==> src/rtl/pop_button_conditioner.sv <==
// pop_button_conditioner: conditions the POP front-panel trim buttons.
// Each channel is synchronised, debounced and edge-detected. The result is
// a one-cycle strobe per accepted press, which feeds the timer's up/down
// duration counters. It also provides a debounced, active-high level.
// Optional build macro POP_BUTTON_AUTOREPEAT_EN: while a button stays held,
// repeat strobes are issued after REPEAT_DELAY and then every REPEAT_PERIOD.
// Bit order: [0] pi/2+, [1] pi/2-, [2] free-precession+, [3] free-precession-.
`timescale 1ns/1ps

module pop_button_channel #(
   parameter int   CNT_WIDTH       = 22,
   parameter int   DEBOUNCE_CYCLES = 50000,
`ifdef POP_BUTTON_AUTOREPEAT_EN
   parameter int   REPEAT_DELAY    = 1250000,
   parameter int   REPEAT_PERIOD   = 250000,
`endif
   parameter logic ACTIVE_LOW      = 1'b1
) (
   input  logic clk_2M5,
   input  logic reset,
   input  logic raw_i,
   output logic pulse_o,
   output logic level_o
);

   typedef enum logic [1:0] {
      IDLE       = 2'd0,
      DB_PRESS   = 2'd1,
      HELD       = 2'd2,
      DB_RELEASE = 2'd3
   } state_t;

   localparam logic [CNT_WIDTH-1:0] DEB_C   = CNT_WIDTH'(DEBOUNCE_CYCLES);
   localparam logic [CNT_WIDTH-1:0] CNT_ONE = CNT_WIDTH'(1);

   logic                 s1_q, s2_q;
   logic                 p;
   state_t               state_q;
   logic [CNT_WIDTH-1:0] cnt_q;
   logic [CNT_WIDTH-1:0] cnt_inc;
   logic                 pulse_q, level_q;

   // Two-flop synchroniser. It resets to the raw "not pressed" value, so
   // leaving reset cannot look like a press edge.
   always_ff @(posedge clk_2M5 or posedge reset) begin
      if (reset) begin
         s1_q <= ACTIVE_LOW;
         s2_q <= ACTIVE_LOW;
      end else begin
         s1_q <= raw_i;
         s2_q <= s1_q;
      end
   end

   // p is 1 while pressed, whatever the pin polarity.
   assign p = s2_q ^ ACTIVE_LOW;

   // Saturating increment. A stuck-held button can never wrap the counter
   // back into a debounce or repeat match.
   assign cnt_inc = (&cnt_q) ? cnt_q : cnt_q + CNT_ONE;

`ifdef POP_BUTTON_AUTOREPEAT_EN
   localparam logic [CNT_WIDTH-1:0] RD_C = CNT_WIDTH'(REPEAT_DELAY);
   localparam logic [CNT_WIDTH-1:0] RP_C = CNT_WIDTH'(REPEAT_PERIOD);

   logic                 rep_q;
   logic [CNT_WIDTH-1:0] rep_thr;

   // The first repeat waits the long delay; later repeats use the period.
   assign rep_thr = rep_q ? RP_C : RD_C;
`endif

   // Per-channel debounce FSM. Strobe and level are registered here.
   // cnt_q counts stable samples already seen. Acceptance happens on the
   // sample after DEBOUNCE_CYCLES stable ones, which gives the registered
   // output its extra cycle of latency.
   always_ff @(posedge clk_2M5 or posedge reset) begin
      if (reset) begin
         state_q <= IDLE;
         cnt_q   <= '0;
         pulse_q <= 1'b0;
         level_q <= 1'b0;
`ifdef POP_BUTTON_AUTOREPEAT_EN
         rep_q   <= 1'b0;
`endif
      end else begin
         pulse_q <= 1'b0;
         case (state_q)
            IDLE: begin
               cnt_q <= '0;
               if (p) begin
                  state_q <= DB_PRESS;
                  cnt_q   <= CNT_ONE;
               end
            end
            DB_PRESS: begin
               if (!p) begin
                  // Too short to be a press: drop it silently.
                  state_q <= IDLE;
                  cnt_q   <= '0;
               end else if (cnt_q >= DEB_C) begin
                  state_q <= HELD;
                  cnt_q   <= '0;
                  level_q <= 1'b1;
                  pulse_q <= 1'b1;
`ifdef POP_BUTTON_AUTOREPEAT_EN
                  rep_q   <= 1'b0;
`endif
               end else begin
                  cnt_q <= cnt_inc;
               end
            end
            HELD: begin
               if (!p) begin
                  state_q <= DB_RELEASE;
                  cnt_q   <= CNT_ONE;
`ifdef POP_BUTTON_AUTOREPEAT_EN
               end else if (cnt_inc >= rep_thr) begin
                  // Repeat strobe. The threshold is at least 2, so the
                  // strobe can never fall on two cycles in a row.
                  pulse_q <= 1'b1;
                  cnt_q   <= '0;
                  rep_q   <= 1'b1;
               end else begin
                  cnt_q <= cnt_inc;
               end
`else
               end else begin
                  cnt_q <= '0;
               end
`endif
            end
            DB_RELEASE: begin
               if (p) begin
                  // Release bounce: still held. Restart the repeat timing
                  // without issuing a strobe.
                  state_q <= HELD;
                  cnt_q   <= '0;
`ifdef POP_BUTTON_AUTOREPEAT_EN
                  rep_q   <= 1'b0;
`endif
               end else if (cnt_q >= DEB_C) begin
                  state_q <= IDLE;
                  cnt_q   <= '0;
                  level_q <= 1'b0;
               end else begin
                  cnt_q <= cnt_inc;
               end
            end
            default: begin
               state_q <= IDLE;
               cnt_q   <= '0;
            end
         endcase
      end
   end

   assign pulse_o = pulse_q;
   assign level_o = level_q;

endmodule

module pop_button_conditioner #(
   parameter int   NBUTTONS        = 4,
   parameter int   CNT_WIDTH       = 22,
   parameter int   DEBOUNCE_CYCLES = 50000,
   parameter int   REPEAT_DELAY    = 1250000,
   parameter int   REPEAT_PERIOD   = 250000,
   parameter logic ACTIVE_LOW      = 1'b1
) (
   input  logic                clk_2M5,
   input  logic                reset,
   input  logic [NBUTTONS-1:0] btn_raw,
   output logic [NBUTTONS-1:0] btn_pulse,
   output logic [NBUTTONS-1:0] btn_level,
   output logic                any_pulse
);

`ifdef POP_BUTTON_AUTOREPEAT_EN
   localparam int MAX_T1 = (REPEAT_DELAY > DEBOUNCE_CYCLES) ? REPEAT_DELAY : DEBOUNCE_CYCLES;
   localparam int MAX_T  = (REPEAT_PERIOD > MAX_T1) ? REPEAT_PERIOD : MAX_T1;
`else
   localparam int MAX_T  = DEBOUNCE_CYCLES;
`endif

   // Elaboration checks: reject parameter sets the counters cannot honour.
   if (DEBOUNCE_CYCLES < 1) begin : g_bad_debounce
      $error("pop_button_conditioner: DEBOUNCE_CYCLES must be >= 1");
   end
   if (CNT_WIDTH < $clog2(MAX_T) + 1) begin : g_bad_width
      $error("pop_button_conditioner: CNT_WIDTH too small for timing parameters");
   end
   if (REPEAT_DELAY < 0 || REPEAT_PERIOD < 0) begin : g_bad_repeat_sign
      $error("pop_button_conditioner: REPEAT_* must be non-negative");
   end
`ifdef POP_BUTTON_AUTOREPEAT_EN
   if (REPEAT_DELAY < 2 || REPEAT_PERIOD < 2) begin : g_bad_repeat
      $error("pop_button_conditioner: REPEAT_* must be >= 2 so strobes never abut");
   end
`endif

   // One independent conditioner per button. There is no arbitration;
   // the timer resolves a simultaneous plus and minus itself.
   for (genvar i = 0; i < NBUTTONS; i++) begin : g_ch
      pop_button_channel #(
         .CNT_WIDTH       (CNT_WIDTH),
         .DEBOUNCE_CYCLES (DEBOUNCE_CYCLES),
`ifdef POP_BUTTON_AUTOREPEAT_EN
         .REPEAT_DELAY    (REPEAT_DELAY),
         .REPEAT_PERIOD   (REPEAT_PERIOD),
`endif
         .ACTIVE_LOW      (ACTIVE_LOW)
      ) u_ch (
         .clk_2M5 (clk_2M5),
         .reset   (reset),
         .raw_i   (btn_raw[i]),
         .pulse_o (btn_pulse[i]),
         .level_o (btn_level[i])
      );
   end

   // OR of the registered strobes. It lines up cycle-for-cycle with
   // btn_pulse and adds no latency.
   assign any_pulse = |btn_pulse;

endmodule

==> config.mk <==
export PLATFORM = sky130hd
export DESIGN_NAME = pop_button_conditioner
export DESIGN_NICKNAME = d
export VERILOG_FILES = /design/src/rtl/pop_button_conditioner.sv
export SDC_FILE = /design/constraint.sdc
export NUM_CORES = 1
export LEC_CHECK = 0
export BUFFER_PORTS_ARGS = -buffer_cell sky130_fd_sc_hd__buf_2
export CORE_ASPECT_RATIO = 0.5
export CORE_UTILIZATION = 35
export DETAILED_ROUTE_END_ITERATION = 10
export SLEW_MARGIN = 20
export SYNTH_ARGS = -nofsm -noshare
export SYNTH_HDL_FRONTEND = slang
export SYNTH_SLANG_ARGS = --single-unit
==> constraint.sdc <==
create_clock -name clk_2M5 -period 4.9 [get_ports clk_2M5]
set_clock_uncertainty 0.1 [all_clocks]
set_input_delay 0.735 -clock clk_2M5 [delete_from_list [all_inputs] [get_ports clk_2M5]]
set_output_delay 0.735 -clock clk_2M5 [all_outputs]
set_load 0.05 [all_outputs]
==> impl_metrics.py <==
metrics = {
    "floorplan": {
        "io_pins": 15,
        "chipWidth_um": 175,
        "rows": 31,
        "floorplan.die_area_um2": 15500,
        "die_h_um": 88.5,
        "initial_core_util": 0.360,
        "design.core.area_um2": 14500,
    },
    "worst_setup_path": {
        "crit_fanout": 2,
        "cpLargestDelayFamily": "simple AND/OR/NAND/NOR gates",
        "crit_chain": "or4_1, buf_2",
        "cell_type_of_the_slowest_stage_on_the_worst_timing_path": "sky130_fd_sc_hd__or4_1",
        "critical_path_buf_inv_count": 1,
        "reg2regPathDepth": 5,
        "endpoint": "any_pulse",
        "timing.critical_path.required_ps": 4070,
        "worstPathArrival_ps": 1430,
        "regToRegStartpoint": "g_ch[2].u_ch.cnt_q[12]",
        "r2r_setup_slack_ps": 2820,
        "critical_path_class": "reg -> out",
        "critical-path-max-stage-delay_ps": 500,
        "crit-reg2reg-capture": "g_ch[2].u_ch.cnt_q[2]",
        "cp-startpoint": "g_ch[1].u_ch.pulse_o",
        "timing.critical_path.depth": 2,
        "end_kind": "output port",
        "setup.worst_path.start_class": "flip-flop",
    },
    "synthesis": {
        "synth.largest_area_cell": "sky130_fd_sc_hd__dfrtp_1",
        "synth.yosys.warnings": 0,
        "mappedNetlistArea_um2": 5240,
        "synth_edf_count": 0,
        "count_leader_synth": "sky130_fd_sc_hd__dfrtp_1",
        "postSynth.asyncResetShare": 1.00,
        "synth_cells": 513,
        "netlist.area_leader.share": 0.497,
        "synthTopCellsByArea": "sky130_fd_sc_hd__dfrtp_1 50%, sky130_fd_sc_hd__dfstp_2 4.0%, sky130_fd_sc_hd__nor2_1 3.5%",
        "synth_cell_types": 56,
        "yosys-top-cells-count": "104 x sky130_fd_sc_hd__dfrtp_1, 49 x sky130_fd_sc_hd__nor2_1, 36 x sky130_fd_sc_hd__nand2_1",
        "synth.avg_cell_area_um2": 10.2,
        "synth.ff_latch_count": 112,
        "yosysSeqAreaShare": 0.537,
        "synthFlopType": "sky130_fd_sc_hd__dfrtp_1",
    },
    "clocking": {
        "postCtsSetupRepairBufs": 0,
        "cts_hold_buf": 0,
        "worst_setup_hold_path_clk_slew_ps": 60,
        "cts_root_buf": "sky130_fd_sc_hd__clkbuf_16",
        "htree_levels": 3,
        "cts_buffer_depth": 2,
        "numCtsBuffers": 9,
        "cts-resized-gates": 0,
        "tritoncts": "built",
        "clock_sink_count": 112,
        "clk-insertion-delay-late_ps": 340,
    },
    "grt": {
        "first_global_vias": 3431,
        "grt_overflow": 0,
        "grt_max_degree": 77,
        "antenna_found_initial": 0,
        "first_pass_grt_wire_length_um": 16600,
        "grt_usage": 0.133,
    },
    "power": {
        "power-per-cell-area_nw_per_um2": 357,
        "power_frac_seq": 0.520,
        "static-leakage-power_nw": 2.24,
        "net-switching-power_mw": 0.586,
        "swShare": 0.282,
        "vdd_drop_max_v": 0.000166,
        "combPwrFrac": 0.144,
        "report.power.total_mw": 2.08,
        "p_clk_frac": 0.336,
        "internal-power_mw": 1.49,
    },
    "run": {
        "cap_viol_max_count": 0,
    },
    "finish": {
        "fill_cells": 1423,
        "fraction_of_final_layout_cells_sized_beyond_drive_strength_1": 0.107,
        "final_util": 0.400,
        "antenna_cells": 0,
        "layout.nets": 558,
        "synthToLayoutAreaGrowth_pct": 11.1,
    },
    "routing": {
        "first_iter_violations": 186,
        "routed-via-count": 3757,
        "detail-route-antenna-nets": 0,
        "vias_per_cell": 5.03,
        "wl_per_cell_um": 12.8,
        "route.final.wire_length_um": 9570,
        "drc": 0,
        "detail_route.first_pass.iterations": 5,
    },
    "placement": {
        "detailed_place_hpwl_um": 6590,
        "place_congestion": 0.847,
        "port_buffers": 14,
    },
    "sta": {
        "timing.slew.headroom": 0.388,
        "fmax_mhz": 441,
        "slew_violations": 0,
        "final_critical_path_share_of_the_clock_period": 0.463,
        "timing.final.hold_violations": 0,
        "setup_repair_after_global_routing_missed_its_margin": "false",
        "layout_min_cycle_time_ps": 2270,
        "setup_viol": 0,
        "setup-tns-final_ps": 0,
        "worst_slew_pin_slew_ps": 919,
    },
    "run_status": {
        "status": "complete, no violations",
    },
    "hold_path": {
        "worst_hold_startpoint": "g_ch[3].u_ch.s1_q",
        "worst_hold_class": "reg -> reg",
    },
}
[power groups by stage]
stage / Clock, mW / Combinational [mW] / Sequential, mW
floorplan: 0 / 0.274 / 1.08
detailed placement: 0 / 0.304 / 1.10
global route: 0.757 / 0.336 / 1.09
global placement: 0 / 0.298 / 1.09
finish: 0.697 / 0.299 / 1.08
CTS: 0.727 / 0.305 / 1.08
[registers in the layout, indices dropped and copies added (netlist names), named ones only]
register and cells:
g_ch.u_ch.pulse_o 4, g_ch.u_ch.s1_q 4, g_ch.u_ch.state_q 4, g_ch.u_ch.s2_q 4, g_ch.u_ch.cnt_q 88, g_ch.u_ch.level_o 4
[area by class of cell]
class	instances	area [µm²]	share of cell area
well taps	198	248	0.0426
repair buffers	15	77.6	0.0133
inverters	24	92.6	0.0159
clock inverters	2	12.5	0.00215
multi-input cells	382	2300	0.395
flip-flops and latches	112	2810	0.483
clock buffers	14	274	0.0471
[stage by stage]
step / instances / setup WS [ps] / hold slack, ps / instance area, µm²
finish: 747 / 2630 / 257 / 5820
CTS: 747 / 2600 / 259 / 5820
global route: 747 / 2580 / 264 / 5820
detailed placement: 731 / 2710 / 249 / 5530
global placement: 731 / 2720 / 246 / 5530
floorplan: 536 / 1120 / 245 / 5320
[worst min-delay path by stage]
stage / cells after the start / to / slack, ps
detailed placement: 0 / g_ch[3].u_ch.s2_q / 250
global route: 0 / g_ch[2].u_ch.s2_q / 260
floorplan: 0 / g_ch[0].u_ch.s2_q / 250
CTS: 0 / g_ch[3].u_ch.s2_q / 260
finish: 0 / g_ch[3].u_ch.s2_q / 260
global placement: 0 / g_ch[0].u_ch.s2_q / 250
[cells by family after synthesis]
| family | after synthesis | share of synthesized area |
|---|---|---|
| adders and majority gates | 8 | 0.0191 |
| xor gates and xnor gates | 27 | 0.0452 |
| buffers and inverters | 42 | 0.0397 |
| and+or+nand+nor | 227 | 0.233 |
| muxes | 2 | 0.00382 |
| AOI/OAI and AO/OA | 94 | 0.122 |
| DFF | 112 | 0.537 |
| other | 1 | 0.000716 |
[worst reg2reg max path, delay by kind of cell, from the launching register on]
| kind | cells | cell delay, ps |
|---|---|---|
| and+or+nand+nor | 4 | 1270 |
| DFF | 1 | 440 |
| AOI/OAI and AO/OA | 1 | 200 |
[per-layer routing]
| layer | global-route usage | vias to the layer above | share of wire |
|---|---|---|---|
| met4 | 0.0419 | 0 | 0.011 |
| met3 | 0.0309 | 7 | 0.034 |
| met2 | 0.205 | 52 | 0.44 |
| met5 | 0 | - | 0 |
| li1 | - | 1890 | - |
| met1 | 0.186 | 1808 | 0.52 |
[cell usage in the layout (no fill, tap or decap), drive strengths merged, types with 14 or more instances in the layout]
cell type / count
a21oi: 24
buf: 15
clkbuf: 14
conb: 24
dfrtp: 104
inv: 24
nand2: 36
nand3: 25
nand4: 24
nor2: 52
nor3: 21
nor4: 20
o21ai: 20
xnor2: 20
(Power assumes the default switching activity.)
